**src/rtl/seq_divider_pkg.sv**
```systemverilog
// Shared constants and types for the sequential signed divider.
package seq_divider_pkg;

  localparam int unsigned DIV_WIDTH = 32;

  // -2^31 / -1 wraps to this quotient with no flag raised
  localparam logic [DIV_WIDTH-1:0] DIV_OVF_QUOTIENT = 32'h8000_0000;

  typedef enum logic [1:0] {
    IDLE,
    CALC,
    SIGN
  } state_t;

endpackage

```
**src/rtl/seq_divider_div_restore_step.sv**
```systemverilog
// One combinational radix-2 restoring iteration: shift in a dividend bit, trial-subtract the divisor.
module div_restore_step
  import seq_divider_pkg::*;
#(
  parameter int unsigned WIDTH = DIV_WIDTH
) (
  input  logic [WIDTH-1:0] i_rem,
  input  logic             i_dvd_msb,
  input  logic [WIDTH-1:0] i_dvs,
  output logic [WIDTH-1:0] o_rem,
  output logic             o_q
);

  logic [WIDTH:0]   w_shift;
  logic [WIDTH+1:0] w_trial;

  assign w_shift = {i_rem, i_dvd_msb};
  assign w_trial = {1'b0, w_shift} - (WIDTH+2)'(i_dvs);
  assign o_q     = ~w_trial[WIDTH+1];
  // Kept remainder is always below 2^WIDTH, so truncation loses nothing
  assign o_rem   = WIDTH'(o_q ? w_trial : {1'b0, w_shift});

endmodule

```
**src/rtl/seq_divider.sv**
```systemverilog
// Signed iterative divider (quotient/remainder, truncating). Optional macro DIV_ZERO_FAST_EN
// short-circuits a zero divisor straight to the sign-correction step.
module seq_divider
  import seq_divider_pkg::*;
#(
  parameter int unsigned WIDTH = DIV_WIDTH
) (
  input  logic             clk,
  input  logic             clr,
  input  logic             start,
  input  logic [WIDTH-1:0] dividend,
  input  logic [WIDTH-1:0] divisor,
  output logic             busy,
  output logic             done,
  output logic [WIDTH-1:0] quotient,
  output logic [WIDTH-1:0] remainder,
  output logic             div_by_zero
);

  localparam int unsigned CNT_W = $clog2(WIDTH);

  state_t           r_state;
  logic [WIDTH-1:0] r_dvd;
  logic [WIDTH-1:0] r_dvs;
  logic [WIDTH-1:0] r_rem;
  logic [CNT_W-1:0] r_cnt;
  logic             r_sign_q;
  logic             r_sign_r;
  logic             r_dz;

  logic [WIDTH-1:0] w_dvd_mag;
  logic [WIDTH-1:0] w_dvs_mag;
  logic [WIDTH-1:0] w_rem_nxt;
  logic             w_q_bit;
  logic             w_dvs_zero;

  // WIDTH-bit negation of the most negative value yields its exact unsigned magnitude
  assign w_dvd_mag  = dividend[WIDTH-1] ? -dividend : dividend;
  assign w_dvs_mag  = divisor[WIDTH-1]  ? -divisor  : divisor;
  assign w_dvs_zero = (divisor == '0);

  div_restore_step #(.WIDTH(WIDTH)) u_step (
    .i_rem     (r_rem),
    .i_dvd_msb (r_dvd[WIDTH-1]),
    .i_dvs     (r_dvs),
    .o_rem     (w_rem_nxt),
    .o_q       (w_q_bit)
  );

  // r_dvd doubles as the quotient shift register: dividend bits leave at the top, quotient bits enter at the bottom
  always_ff @(posedge clk or negedge clr) begin
    if (!clr) begin
      r_state     <= IDLE;
      r_dvd       <= '0;
      r_dvs       <= '0;
      r_rem       <= '0;
      r_cnt       <= '0;
      r_sign_q    <= 1'b0;
      r_sign_r    <= 1'b0;
      r_dz        <= 1'b0;
      busy        <= 1'b0;
      done        <= 1'b0;
      quotient    <= '0;
      remainder   <= '0;
      div_by_zero <= 1'b0;
    end else begin
      done <= 1'b0;
      case (r_state)
        IDLE: begin
          if (start) begin
            r_dvd    <= w_dvd_mag;
            r_dvs    <= w_dvs_mag;
            r_sign_q <= dividend[WIDTH-1] ^ divisor[WIDTH-1];
            r_sign_r <= dividend[WIDTH-1];
            r_dz     <= w_dvs_zero;
            r_rem    <= '0;
            r_cnt    <= '0;
            busy     <= 1'b1;
            r_state  <= CALC;
`ifdef DIV_ZERO_FAST_EN
            if (w_dvs_zero) begin
              r_dvd    <= '1;
              r_rem    <= w_dvd_mag;
              r_sign_q <= 1'b0;
              r_state  <= SIGN;
            end
`endif
          end
        end
        CALC: begin
          r_dvd <= {r_dvd[WIDTH-2:0], w_q_bit};
          r_rem <= w_rem_nxt;
          if (r_cnt == CNT_W'(WIDTH-1)) begin
            r_state <= SIGN;
          end else begin
            r_cnt <= r_cnt + CNT_W'(1);
          end
        end
        SIGN: begin
          quotient    <= r_sign_q ? -r_dvd : r_dvd;
          remainder   <= r_sign_r ? -r_rem : r_rem;
          div_by_zero <= r_dz;
          done        <= 1'b1;
          busy        <= 1'b0;
          r_state     <= IDLE;
        end
        default: r_state <= IDLE;
      endcase
    end
  end

endmodule

```
**config.mk**
```make
export PLATFORM = sky130hd
export DESIGN_NAME = seq_divider
export DESIGN_NICKNAME = d
export VERILOG_FILES = /design/src/rtl/seq_divider_pkg.sv /design/src/rtl/seq_divider_div_restore_step.sv /design/src/rtl/seq_divider.sv
export SDC_FILE = /design/constraint.sdc
export NUM_CORES = 1
export LEC_CHECK = 0
export CELL_PAD_IN_SITES_DETAIL_PLACEMENT = 0
export CELL_PAD_IN_SITES_GLOBAL_PLACEMENT = 2
export CORE_MARGIN = 3
export CORE_UTILIZATION = 37
export CTS_CLUSTER_DIAMETER = 30
export CTS_CLUSTER_SIZE = 28
export DETAILED_ROUTE_END_ITERATION = 6
export GPL_TIMING_DRIVEN = 0
export PLACE_DENSITY = 0.95
export SLEW_MARGIN = 20
export SYNTH_ARGS = -nofsm -noshare
export SYNTH_HDL_FRONTEND = slang
export SYNTH_SLANG_ARGS = --single-unit
export TNS_END_PERCENT = 100
```
**constraint.sdc**
```tcl
create_clock -name clk -period 7.1 [get_ports clk]
set_clock_uncertainty 0.2 [all_clocks]
set_input_delay 1.42 -clock clk [delete_from_list [all_inputs] [get_ports clk]]
set_output_delay 1.42 -clock clk [all_outputs]
set_load 0.02 [all_outputs]
```
# == After elaboration in Yosys (flattened, before gate mapping) ==
# Index checks and enable logic that the tools add are counted.
# totals
regBits,173
latch_bits,0
ramBits,0
romBits,0
mem_count,0
# classes
n_addsub,6
n_mul,0
div_mod_pow,0
magnitude_cmp,0
n_eq_ne,6
shift,0
muxes,18
bitwise_logic,2
n_reduce_logical,9
# ops
op,count
32-bit two-way mux,7
32-bit negator,4
32-bit one-hot mux with 2 select lines,2
33-bit by 32-bit subtractor with 34-bit output,1
32-bit logical NOT,1
5-bit two-way mux,2
5-bit one-hot mux with 2 select lines,1
2-bit AND reduction,4
"2-bit != test, second input constant",3
"5-bit by 1-bit adder with 5-bit output, second input constant",1
"5-bit equality test, second input constant",1
2-bit two-way mux,2
2-bit one-hot mux with 2 select lines,1
2-bit nonzero test,2
3-bit AND reduction,1
"2-bit by 1-bit equality test with 1-bit output, second input constant",1
"2-bit equality test, second input constant",1
2-bit logical NOT,1
1-bit two-way mux,2
1-bit one-hot mux with 2 select lines,1
1-bit inverter,1
1-bit bitwise XOR,1

# == Longest topological paths before layout ==
# logic_depth
ltp_word,4
mapped_depth,13
mapped_depth_nobuf,11

# == Cells and area by module ==
# From an unflattened synthesis, not the netlist that was laid out.
# unflattened
hier_cells,1347
area_unflattened_um2,11607.4
# by_module_without_submodules
mod,n_inst,cells_each,area_each_um2
seq_divider,1,975,9233.9
div_restore_step,1,372,2373.5

# == Worst setup path after synthesis ==
# OpenSTA, ideal clock, no wires.
# synth_timing
path_type,input to register
from,input dividend[14]
to,register r_dvd[27]
arrival_ns,3.574
t_required_ns,6.763
path_slack_ns,3.189
path_stages,7
n_path_buf,0
path_cell_list,or4_4 > or4_4 > or3_1 > or3_4 > o31ai_4 > xor2_1 > a21oi_1
# synth_via
elab_chain_cells,4
# synth_rtl
element,line,rtl
start: declaration,seq_divider.sv:11,"input logic [WIDTH-1:0] dividend,"
32-bit negator,seq_divider.sv:38,assign w_dvd_mag = dividend[WIDTH-1] ? -dividend : dividend;
32-bit two-way mux,seq_divider.sv:38,
32-bit two-way mux,seq_divider.sv:70,if (start) begin
32-bit one-hot mux with 2 select lines,seq_divider.sv:68,case (r_state)
end signal: assignment,seq_divider.sv:71,r_dvd <= w_dvd_mag;
end signal: assignment,seq_divider.sv:91,"r_dvd <= {r_dvd[WIDTH-2:0], w_q_bit};"
end: declaration,seq_divider.sv:23,logic [WIDTH-1:0] r_dvd;
# Every way passes these cells. The select of a mux whose other input is x is not followed.
# A chain may end at the register's enable or synchronous reset.

# == Final worst setup path ==
# layout_timing
from,input dividend[2]
to,register r_dvd[30]
# Same word-level chain as after synthesis.

==> impl_metrics.csv <==
group,metric,value,unit
clock_network,clock_latency,440,ps
final_layout,finalNetCount,1521,
min_path,hp-class,"reg2reg",
power,power_density,452,nW/µm²
placed_design,place_inst,1780,
logic_synthesis,synth_seq_area_share,39.5,%
clock_network,cts_buffers,17,
run,cap_violations,0,
timing,slew_headroom,38.5,%
floorplanning,die_height,178,µm
global_routing,grt_pass1_vias,9444,
global_routing,antenna_found_initial,0,
clock_network,post_cts_buffers,0,
timing,layout_min_cycle_time,4220,ps
clock_network,cts_tree,"done",
placed_design,io_buffers,133,
worst_setup_path,crit_type,"in2reg",
logic_synthesis,yosysMostFrequentCell,"nand2_1",
logic_synthesis,yosys_register_bits,173,
routing,first_pass_iters,5,
final_layout,antennaDiodeCount,0,
power,p_leak,5.47,nW
run_status,status,"finished, final reports clean",
placed_design,dpl.hpwl,25000,µm
final_layout,stdcell_count,1811,
logic_synthesis,ys_async_sr_fraction,100,%
timing,drv_slew,0,
routing,vias,9655,
worst_setup_path,cp.arrival,4310,ps
global_routing,track_usage,20.2,%
worst_setup_path,critPathLaunchType,"input port",
timing,post-route-period-util,59.4,%
timing,hold_viol_final,0,
global_routing,grt_first_pass_wirelength,50800,µm
routing,ant_nets,0,
routing,finalWirelength,32000,µm
logic_synthesis,avgSynthCellArea,8.70,µm²
global_routing,grt_remaining_overflow,0,
timing,tightest_slew,921,ps
logic_synthesis,synth.net_count,1367,
clock_network,postCtsHoldBufs,0,
placed_design,gp_congestion,0.867,
timing,max_freq,237,MHz
floorplanning,dieArea,31700,µm²
routing,route.detailed.drc,0,
global_routing,grt_max_degree,66,
final_layout,syn2layout_area_growth,22.2,%
final_layout,drive_gt1_share,4.63,%
logic_synthesis,synth_edf_count,0,
logic_synthesis,synth_ff_type,"dfrtp_1",
logic_synthesis,synth_common_cells,"nand2_1 (205), dfrtp_1 (173), o21ai_0 (156)",
clock_network,cts_sinks,173,
worst_setup_path,cp.required,7190,ps
worst_setup_path,cp_max_fo,7,
floorplanning,coreArea,28900,µm²
logic_synthesis,synth_warnings,0,
logic_synthesis,synth_area,11000,µm²
clock_network,clock_path_buffers,2,
logic_synthesis,syn_inst,1261,
routing,vias_per_cell,5.33,
floorplanning,die_x,178,µm
floorplanning,rows,62,
clock_network,htree_levels,4,
logic_synthesis,synth_top_cell_by_area,"dfrtp_1",
timing,rsz0062_at_grt,"no",
timing,setup_viol,0,
power,finalPower,6.06,mW
clock_network,root_buffer,"clkbuf_16",
routing,wl_per_cell,17.7,µm
worst_setup_path,critPathCaptureType,"flop",
logic_synthesis,yosysTopAreaCellShare,39.5,%
logic_synthesis,ys_types,68,
clock_network,clkTransAtPathRegs,70,ps
timing,tns,0,ps
clock_network,cts.repair.resized,0,
power,ir_worst_vdd,209,µV
floorplanning,start_util,37.9,%
routing,drt_iter0_drc,532,
floorplanning,io_pins,134,
logic_synthesis,yosys-top-cells-area,"dfrtp_1 (39%), xor2_1 (9.1%), o21ai_0 (7.1%)",
-- area by class of cell --
class	count	area (µm²)
fill	2903	15500
buffer	68	265
inverter	58	218
sequential	173	4330
clock buffer	18	429
tap	384	480
timing repair buffer	135	1390
multi-input combinational	962	6160
clock inverter	13	133
-- sequential cells by signal (all words and copies together) (netlist names), 2 cells and up --
register   cells
quotient      32
r_rem         32
r_cnt          5
r_state        2
r_dvd         32
remainder     32
r_dvs         32
-- critical path: stages --
cell,delay [ps]
clkdlybuf4s50_1,490
or4_1,580
nor4_2,370
nand3b_1,150
or3_1,310
buf_2,160
or2_1,300
o31ai_1,270
xor2_1,180
o21ai_1,70
-- logic make-up after synthesis --
logic type / Yosys count / synth area share [%]
AO/OA/AOI/OAI: 392 / 22.1
AND/OR/NAND/NOR: 359 / 15.5
adder cells (fa/ha/maj): 39 / 4.52
multiplexers: 24 / 2.20
buffers and inverters: 126 / 4.40
XOR/XNOR: 148 / 11.8
flip-flops: 173 / 39.5
-- power breakdown --
part / internal, mW / switching, mW / leakage [nW]
combinational: 1.43 / 1.94 / 3.00
clock: 0.490 / 0.422 / 0.262
sequential: 1.35 / 0.424 / 2.21
-- placed cells by master (no fill, tap or decap), drive strengths merged, types with 3 or more instances in the layout --
| cell type | synthesis | layout |
|---|---|---|
| o22ai | 11 | 11 |
| nand4 | 10 | 10 |
| o21a | 7 | 7 |
| nor2b | 4 | 4 |
| ha | 38 | 38 |
| xnor2 | 34 | 34 |
| or2 | 6 | 6 |
| nand2 | 205 | 205 |
| inv | 58 | 64 |
| nand3 | 13 | 13 |
| clkinvlp | 0 | 4 |
| mux2i | 23 | 23 |
| a22oi | 15 | 15 |
| xor2 | 114 | 114 |
| and3 | 3 | 3 |
| o21ai | 198 | 198 |
| or3 | 27 | 27 |
| o31ai | 38 | 38 |
| dfrtp | 173 | 173 |
| nor2 | 34 | 34 |
| o21bai | 6 | 6 |
| a32oi | 12 | 12 |
| nand2b | 10 | 10 |
| a21oi | 55 | 55 |
| o41ai | 21 | 21 |
| nand3b | 3 | 3 |
| buf | 17 | 20 |
| a211oi | 3 | 3 |
| or4 | 14 | 14 |
| nor4 | 8 | 8 |
| a31oi | 3 | 3 |
| clkdlybuf4s50 | 0 | 132 |
| a21o | 6 | 6 |
| nor3 | 14 | 14 |
| clkbuf | 51 | 69 |
-- final timing paths --
path	slack, ps	depth (start not counted)	end	from
max in group asynchronous	5030	3	remainder[20]	clr
min in group asynchronous	690	1	quotient[27]	clr
worst max-delay path	2880	10	r_dvd[30]	dividend[2]
worst max register to register	3130	11	r_rem[28]	r_dvd[31]
worst min-delay path	280	2	quotient[7]	quotient[7]
worst min register to register	280	2	quotient[7]	quotient[7]
-- routing by layer --
layer  up-vias  GRT usage, %  wire length (µm)
li1       4803             -                 -
met1      4590          27.1             14900
met2       227          34.7             15400
met3        35          2.32              1210
met4         0          5.16               524
met5         -             0                 0
-- metrics by stage --
stage	utilization [%]	worst slack, ps	instance area [µm²]	hold WS [ps]
final	46.3	2880	13400	276
after global routing	46.3	2740	13400	301
after CTS	46.3	2890	13400	285
after detailed placement	44.4	2440	12800	269
after global placement	44.2	-2750	12800	264
after floorplan	-	3190	11000	239
No activity file was read; power rests on OpenSTA's default activity.
